--- src/rtl/ternary_pkg.sv ---
// Shared types and constants for the ternary matrix-vector engine sequencer.
package ternary_pkg;

  typedef enum logic [1:0] {
    ST_IDLE = 2'd0,
    ST_LOAD = 2'd1,
    ST_MULT = 2'd2,
    ST_OUT  = 2'd3
  } state_t;

  localparam logic [3:0] OP_LOAD  = 4'hA;
  localparam logic [3:0] OP_RUN   = 4'h5;
  localparam logic [3:0] OP_ABORT = 4'hF;

  localparam int unsigned CMD_OP_MSB  = 15;
  localparam int unsigned CMD_OP_LSB  = 12;
  localparam int unsigned CMD_CFG_MSB = 11;
  localparam int unsigned CMD_CFG_LSB = 5;
  localparam int unsigned CMD_PAD_MSB = 4;

  localparam int unsigned CFG_W       = 7;
  localparam int unsigned CFG_IN_MSB  = 6;
  localparam int unsigned CFG_IN_LSB  = 3;
  localparam int unsigned CFG_OUT_MSB = 2;
  localparam int unsigned CFG_OUT_LSB = 0;

  localparam logic [CFG_W-1:0] CFG_RESET = 7'h7F;

  // cfg fields hold length-1; clamp to the largest index the hardware supports
  function automatic int unsigned clamp_last(input int unsigned field,
                                             input int unsigned max_len);
    return (field > max_len - 1) ? max_len - 1 : field;
  endfunction

endpackage

--- src/rtl/ternary_idx_cnt.sv ---
// Clear/enable up-counter with a terminal-count flag against a runtime limit.
module ternary_idx_cnt
  import ternary_pkg::*;
#(
  parameter int unsigned W = 4
) (
  input  logic         clk,
  input  logic         rst_n,
  input  logic         i_clr,
  input  logic         i_en,
  input  logic [W-1:0] i_last,
  output logic [W-1:0] o_idx,
  output logic         o_tc
);

  logic [W-1:0] r_idx;

  always_ff @(posedge clk or negedge rst_n) begin
    if (!rst_n) begin
      r_idx <= '0;
    end else if (i_clr) begin
      r_idx <= '0;
    end else if (i_en) begin
      r_idx <= r_idx + W'(1);
    end
  end

  assign o_idx = r_idx;
  assign o_tc  = (r_idx == i_last);

endmodule

--- src/rtl/ternary_seq_ctrl.sv ---
// Sequencer for the ternary engine: LOAD -> (RUN) MULT -> OUT phases.
// Optional abort opcode enabled by defining TERNARY_SEQ_ABORT_EN.
module ternary_seq_ctrl
  import ternary_pkg::*;
#(
  parameter int unsigned MAX_IN_LEN  = 16,
  parameter int unsigned MAX_OUT_LEN = 8
) (
  input  logic                           clk,
  input  logic                           rst_n,
  input  logic [15:0]                    cmd_in,
  input  logic                           load_done,
  output logic                           load_ena,
  output logic [6:0]                     load_param,
  output logic                           mult_ena,
  output logic                           mult_clr,
  output logic [$clog2(MAX_IN_LEN)-1:0]  mult_idx,
  output logic                           out_ena,
  output logic [$clog2(MAX_OUT_LEN)-1:0] out_idx,
  output logic                           busy,
  output logic                           wvalid,
  output logic                           err
);

  localparam int unsigned IW = $clog2(MAX_IN_LEN);
  localparam int unsigned OW = $clog2(MAX_OUT_LEN);

  state_t             r_state;
  state_t             w_state_nxt;
  logic [CFG_W-1:0]   r_load_param;
  logic [CFG_W-1:0]   w_param_nxt;
  logic               r_wvalid;
  logic               w_wvalid_nxt;
  logic               r_err;
  logic               w_err_nxt;

  logic [3:0]         w_op;
  logic [CFG_W-1:0]   w_cfg;
  logic [IW-1:0]      w_in_last;
  logic [OW-1:0]      w_out_last;
  logic [IW-1:0]      w_mult_idx;
  logic [OW-1:0]      w_out_idx;
  logic               w_mult_tc;
  logic               w_out_tc;
  logic               w_mult_cnt_clr;
  logic               w_out_cnt_clr;

  assign w_op  = cmd_in[CMD_OP_MSB:CMD_OP_LSB];
  assign w_cfg = cmd_in[CMD_CFG_MSB:CMD_CFG_LSB];

  assign w_in_last  = IW'(clamp_last(32'(r_load_param[CFG_IN_MSB:CFG_IN_LSB]), MAX_IN_LEN));
  assign w_out_last = OW'(clamp_last(32'(r_load_param[CFG_OUT_MSB:CFG_OUT_LSB]), MAX_OUT_LEN));

  // Clearing on the next state keeps each index at 0 whenever its phase is not running.
  assign w_mult_cnt_clr = (w_state_nxt != ST_MULT);
  assign w_out_cnt_clr  = (w_state_nxt != ST_OUT);

  ternary_idx_cnt #(.W(IW)) u_mult_cnt (
    .clk    (clk),
    .rst_n  (rst_n),
    .i_clr  (w_mult_cnt_clr),
    .i_en   (r_state == ST_MULT),
    .i_last (w_in_last),
    .o_idx  (w_mult_idx),
    .o_tc   (w_mult_tc)
  );

  ternary_idx_cnt #(.W(OW)) u_out_cnt (
    .clk    (clk),
    .rst_n  (rst_n),
    .i_clr  (w_out_cnt_clr),
    .i_en   (r_state == ST_OUT),
    .i_last (w_out_last),
    .o_idx  (w_out_idx),
    .o_tc   (w_out_tc)
  );

  always_ff @(posedge clk or negedge rst_n) begin
    if (!rst_n) begin
      r_state      <= ST_IDLE;
      r_load_param <= CFG_RESET;
      r_wvalid     <= 1'b0;
      r_err        <= 1'b0;
    end else begin
      r_state      <= w_state_nxt;
      r_load_param <= w_param_nxt;
      r_wvalid     <= w_wvalid_nxt;
      r_err        <= w_err_nxt;
    end
  end

  always_comb begin
    w_state_nxt  = r_state;
    w_param_nxt  = r_load_param;
    w_wvalid_nxt = r_wvalid;
    w_err_nxt    = r_err;

    case (r_state)
      ST_IDLE: begin
        if (w_op == OP_LOAD) begin
          w_param_nxt  = w_cfg;
          w_wvalid_nxt = 1'b0;
          w_err_nxt    = 1'b0;
          w_state_nxt  = ST_LOAD;
        end else if (w_op == OP_RUN) begin
          if (r_wvalid) begin
            w_err_nxt   = 1'b0;
            w_state_nxt = ST_MULT;
          end else begin
            w_err_nxt = 1'b1;
          end
        end
      end
      ST_LOAD: begin
        if (load_done) begin
          w_wvalid_nxt = 1'b1;
          w_state_nxt  = ST_IDLE;
        end
      end
      ST_MULT: begin
        if (w_mult_tc) begin
          w_state_nxt = ST_OUT;
        end
      end
      ST_OUT: begin
        if (w_out_tc) begin
          w_state_nxt = ST_IDLE;
        end
      end
      default: begin
        w_state_nxt = ST_IDLE;
      end
    endcase

`ifdef TERNARY_SEQ_ABORT_EN
    // Abort overrides everything above, including a coincident load_done.
    if (w_op == OP_ABORT) begin
      w_state_nxt = ST_IDLE;
      if (r_state == ST_LOAD) begin
        w_wvalid_nxt = 1'b0;
      end
      if (r_state == ST_IDLE) begin
        w_err_nxt = 1'b0;
      end
    end
`endif
  end

  always_comb begin
    load_ena   = (r_state == ST_LOAD);
    mult_ena   = (r_state == ST_MULT);
    mult_clr   = (r_state == ST_MULT) && (w_mult_idx == '0);
    out_ena    = (r_state == ST_OUT);
    busy       = (r_state != ST_IDLE);
    load_param = r_load_param;
    wvalid     = r_wvalid;
    err        = r_err;
    mult_idx   = w_mult_idx;
    out_idx    = w_out_idx;
  end

`ifdef TERNARY_SEQ_ABORT_EN
  logic w_unused;
  assign w_unused = ^cmd_in[CMD_PAD_MSB:0];
`else
  logic w_unused;
  assign w_unused = ^{cmd_in[CMD_PAD_MSB:0], (w_op == OP_ABORT)};
`endif

endmodule

--- config.mk ---
export PLATFORM = sky130hd
export DESIGN_NAME = ternary_seq_ctrl
export DESIGN_NICKNAME = d
export VERILOG_FILES = /design/src/rtl/ternary_pkg.sv /design/src/rtl/ternary_idx_cnt.sv /design/src/rtl/ternary_seq_ctrl.sv
export SDC_FILE = /design/constraint.sdc
export NUM_CORES = 1
export LEC_CHECK = 0
export ABC_CLOCK_PERIOD_IN_PS = 4100
export CORE_ASPECT_RATIO = 1.5
export CORE_UTILIZATION = 30
export DETAILED_ROUTE_END_ITERATION = 8
export GPL_TIMING_DRIVEN = 0
export SYNTH_ARGS = -nofsm -noshare
export SYNTH_HDL_FRONTEND = slang
export SYNTH_SLANG_ARGS = --single-unit
export TNS_END_PERCENT = 30
--- constraint.sdc ---
create_clock -name clk -period 4.1 [get_ports clk]
set_input_delay 0.615 -clock clk [delete_from_list [all_inputs] [get_ports clk]]
set_output_delay 0.615 -clock clk [all_outputs]
set_load 0.01 [all_outputs]
Word level (Yosys, flattened, before mapping)
Cells that the tools add are included.
{"block": "op_classes", "add_sub_neg": 2, "n_mul": 0, "div_mod_pow": 0, "order_cmp": 0, "n_eq_ne": 11, "shifts": 0, "n_mux": 17, "bitwise": 0, "reduce_logical": 11}
{"op": "two-way mux 2 bit", "count": 6}
{"op": "nonzero test 2 bit", "count": 5}
{"op": "two-way mux 4 bit", "count": 2}
{"op": "inequality test 2 bit, second input constant", "count": 4}
{"op": "one-hot mux 2 bit (4 select lines)", "count": 1}
{"op": "two-way mux 3 bit", "count": 2}
{"op": "two-way mux 1 bit", "count": 5}
{"op": "adder 4 x 1 -> 4 bit, second input constant", "count": 1}
{"op": "equality test 2 bit, second input constant", "count": 2}
{"op": "equality test 4 x 3 -> 1 bit, second input constant", "count": 1}
{"op": "equality test 4 bit", "count": 1}
{"op": "equality test 4 bit, second input constant", "count": 1}
{"op": "logical NOT 4 bit", "count": 1}
{"op": "AND reduction 2 bit", "count": 2}
{"op": "adder 3 x 1 -> 3 bit, second input constant", "count": 1}
{"op": "equality test 3 bit", "count": 1}
{"op": "AND reduction 3 bit", "count": 1}
{"op": "equality test 2 x 1 -> 1 bit, second input constant", "count": 1}
{"op": "logical NOT 2 bit", "count": 1}
{"op": "one-hot mux 1 bit (2 select lines)", "count": 1}
{"op": "logical AND 1 bit", "count": 1}
{"block": "word_totals", "ff_bits": 18, "latchBits": 0, "mem_bits_rw": 0, "mem_bits_ro": 0, "input_bits": 19, "out_inout_bits": 21, "word_cells": 47, "mem_count": 0}

Longest topological paths before layout
{"block": "logic_depth", "word_depth": 6, "depth_mapped": 5, "ltp_nobuf": 5}

By module
Synthesis repeated with hierarchy kept, for this count alone.
{"block": "hier_totals", "hier_cells": 79, "hier_area_um2": 963.4}
{"module": "ternary_seq_ctrl", "n_inst": 1, "cells_each": 43, "area_per_inst_um2": 553.0, "seq_area_each_um2": 284.0}
{"module": "ternary_idx_cnt (u_mult_cnt)", "n_inst": 1, "cells_each": 21, "area_per_inst_um2": 234.0, "seq_area_each_um2": 100.1}
{"module": "ternary_idx_cnt (u_out_cnt)", "n_inst": 1, "cells_each": 15, "area_per_inst_um2": 176.4, "seq_area_each_um2": 75.1}

Least setup slack after synthesis
No wires, ideal clock.
{"block": "synth_path", "kind": "register -> output", "from": "reg r_state[0]", "to": "out mult_clr", "t_arrival_ps": 892, "required_ps": 3485, "setup_slack_ps": 2593, "path_stages_with_launch": 4, "n_path_buf": 1, "cell_sequence": "dfrtp_1 and2b_1 buf_6 and3_1"}
{"block": "synth_between", "elab_chain_len": 2}
{"item": "start: declaration", "line_no": "ternary_seq_ctrl.sv:28", "rtl": "state_t r_state;"}
{"item": "start signal: assignment", "line_no": "ternary_seq_ctrl.sv:85", "rtl": "r_state <= w_state_nxt;"}
{"item": "equality test 2 bit"}
{"item": "named net mult_ena", "line_no": "ternary_seq_ctrl.sv:15", "rtl": "output logic mult_ena,"}
{"item": "logical AND 1 bit", "line_no": "ternary_seq_ctrl.sv:152", "rtl": "mult_clr = (r_state == ST_MULT) && (w_mult_idx == '0);"}
{"item": "end: declaration", "line_no": "ternary_seq_ctrl.sv:16", "rtl": "output logic mult_clr,"}
The timed path passes the listed nets, and every way through them passes these cells.

Final worst setup path
{"block": "layout_path", "from": "reg r_state[0]", "to": "out mult_clr"}
{"block": "layout_between", "elab_chain_len": 2}
{"item": "equality test 2 bit", "line_no": "ternary_seq_ctrl.sv:152"}
{"item": "logical AND 1 bit", "line_no": "ternary_seq_ctrl.sv:152"}
Every way passes these cells.

==> summary.txt <==
Critical path
  • Slowest stage cell on the critical path: clkdlybuf4s50_1
  • Endpoint kind of the worst setup timing path: output pin
  • Crit-path cells: and2b_1 -> buf_6 -> and3_1 -> clkdlybuf4s50_1
  • Required time of the worst setup path: 3.48 ns
  • Stage delay of the slowest cell on the critical path: 0.53 ns
  • Data arrival time of the critical path: 1.66 ns
  • Type of the worst setup path: reg -> out
  • Top fanout value on the critical path: 9
  • Worst setup SP type: register
  • Reg-to-reg setup timing slack: 2.46 ns

Clock network
  • Number of buffers created by CTS: 3
  • CTS clock-pin slew for the worst setup and hold paths: 0.07 ns
  • CTS Root Buffer Type: clkbuf_8
  • Maximum count of clock buffers along a single path: 2
  • H-tree levels: 1
  • Number of hold buffers added after cts: 0
  • Total setup buffers inserted after CTS: 0
  • Sinks on Clock Net: 18
  • Worst skew pair latency: 0.25 ns
  • Post-cts sizing count: 0
  • TritonCTS clock tree: done

Final layout
  • Number of antenna repair diodes: 0
  • Area occupied by multi-input gates: 437.9 um2
  • Share of layout cells above drive strength 1: 22.13%
  • Utilization after layout: 46.85%
  • Area taken by flip-flops and latches: 459.2 um2
  • Post-route standard cell area excluding fillers: 1379 um2
  • Post-layout nets: 145
  • Area Growth Syn to Fin: 47.52%
  • Number of inserted filler cells in the final layout: 298

Floorplanning
  • Starting density of the core: 31.76%
  • Die Outline Area: 3347 um2
  • Die boundary height: 70.36 um
  • Top Ports: 40
  • Core Area: 2943 um2
  • Die width: 47.58 um
  • Number of cell rows: 24

Logic synthesis
  • Count leader, synth: dfrtp_1
  • Post-synthesis instance area: 934.6 um2
  • Cell variety after synth: 27
  • Number of enable flip-flop cells after synthesis: 0
  • Yosys reg bits: 18
  • Sequential area share after synthesis: 49.13%
  • Mean instance size in the synthesized netlist: 11.13 um2
  • Post-synth ARST share: 100.0%
  • Synth Warn #: 0
  • Syn_nets: 106
  • Area leader, netlist: dfrtp_1
  • Main area contributors after synthesis: dfrtp_1 (29%), dfstp_2 (20%), mux2_2 (8.4%), xnor2_1 (6.6%), xor2_1 (4.7%)
  • Primary flip-flop cell chosen by synthesis mapping: dfrtp_1
  • Share of the synthesized area in the top cell type: 29.45%
  • Number of instances in the synthesized netlist: 84

Placed design
  • Number of buffers inserted by port buffering: 34
  • Routability congestion estimate: 0.7779
  • Post-DP HPWL: 1624 um
  • Placed cell area: 1324 um2
  • Minimum setup slack after placement: 1.920 ns

Timing
  • Max-slew violation count: 0
  • Hold Violations, Final: 0
  • Total Neg Setup Slack: 0 ns
  • Smallest hold slack: 0.5275 ns
  • Max Clk Rate: 0.4404 GHz
  • Slew margin rel.: 44.95%
  • Minimum period implied by the final worst setup slack: 2.271 ns
  • Slew of the pin with the lowest slew margin: 0.8232 ns
  • Unrepaired setup endpoints after global routing: false
  • Final worst slack: 1.829 ns
  • Max Clock Skew: 0.0009720 ns
  • Final worst-path cycle share: 55.38%
  • Final setup violation count: 0

Power
  • Peak VDD IR: 0.3862 mV
  • Ratio of total power to cell area: 703.9 nW/um2
  • Pleak: 0.0005983 uW

GRT
  • Antenna violations before repair: 0
  • Total routing usage reported by global routing: 14.23%
  • Global-route wire length before repair: 3408 um
  • Number of global-route vias before repair: 727
  • Overall overflow remaining after global route: 0
  • Maximum number of pins on one net before global-route repair: 19

Detailed routing
  • DRT antenna net count: 0
  • Number of iterations in the first detailed-routing pass: 4
  • Final Routed Wirelength: 2080 um
  • Average wire per cell in the routed design: 12.92 um
  • Detailed-route vias per instance: 4.578
  • Vias after detailed routing: 737
  • DRC violation total after the first TritonRoute iteration: 13
  • Detailed-route DRC error count: 0

Outcome
  • Outcome: completed

Hold path
  • Worst min path class: reg -> reg

Flow run
  • Count of max-cap constraint violations: 0
-- cells in the final DEF (no fill, tap or decap), drive strengths merged, types with 2 or more instances in the layout --
master,count
dfrtp,11
a21oi,3
nand2,7
nor2,5
nor4,4
nand4,2
clkbuf,4
and2,2
xor2,5
dfstp,7
clkdlybuf4s50,34
inv,7
mux2,7
xnor2,7
or2,2
ha,3
a21boi,2
-- final cells by class --
class                   instances  share of cell area, %
flip-flops and latches         18                  33.30
multi-input cells              58                  31.76
repair buffers                 34                  24.68
clock buffers                   4                  3.993
well taps                      39                  3.539
inverters                       7                  1.906
plain buffers                   1                 0.8167
-- where the power goes --
group	leakage, uW	internal, uW	switching (uW)	total [uW]
clock network	0.0000288	85.2	57.8	143
logic	0.000354	282	201	483
registers	0.000215	272	72.9	345
-- metal layers --
| layer | vias up | GRT usage, % | part of all wire (%) |
|---|---|---|---|
| met5 | - | 0 | 0 |
| met4 | 0 | 6.481 | 1.5 |
| met3 | 2 | 2.326 | 2.6 |
| met2 | 11 | 24.20 | 56 |
| met1 | 363 | 16.34 | 40 |
| li1 | 361 | - | - |
-- metrics by stage --
stage | power (uW) | std cells
6_report | 970.6 | 161
5_1_grt | 1043 | 161
4_1_cts | 986.3 | 161
3_5_place_dp | 837.3 | 157
3_3_place_gp | 825.7 | 157
2_1_floorplan | 604.9 | 84
-- flip-flops by register name, indices dropped and copies added, names as in the netlist --
register,count
u_out_cnt.o_idx,3
u_mult_cnt.o_idx,4
load_param,7
r_state,2
err,1
wvalid,1
-- critical path, delay by kind of cell, from the launching register on --
| family | cells | cell delay, ns |
|---|---|---|
| flops | 1 | 0.39 |
| buf+inv | 2 | 0.66 |
| simple gates | 2 | 0.36 |
-- final timing paths --
| kind | endpoint | depth (start not counted) | start |
|---|---|---|---|
| max | mult_clr | 4 | r_state[0]$_DFF_PN0_ |
| min | err$_DFFE_PN0P_ | 2 | err$_DFFE_PN0P_ |
| max reg2reg | r_state[0]$_DFF_PN0_ | 4 | r_state[1]$_DFF_PN0_ |
| min reg2reg | err$_DFFE_PN0P_ | 2 | err$_DFFE_PN0P_ |
| max in group asynchronous | err$_DFFE_PN0P_ | 1 | rst_n |
| min in group asynchronous | u_mult_cnt.o_idx[3]$_DFFE_PN0P_ | 1 | rst_n |
-- cells by family (layout without fill, tap and decap cells) --
kind of cell | Yosys count | count (layout) | synth area share (%)
simple gates | 28 | 28 | 17.13
flops | 18 | 18 | 49.13
xor+xnor | 12 | 12 | 11.24
compound gates | 8 | 8 | 6.024
buf+inv | 8 | 46 | 4.016
mux | 7 | 7 | 8.434
fa+ha+maj | 3 | 3 | 4.016
(Power assumes the default switching activity.)
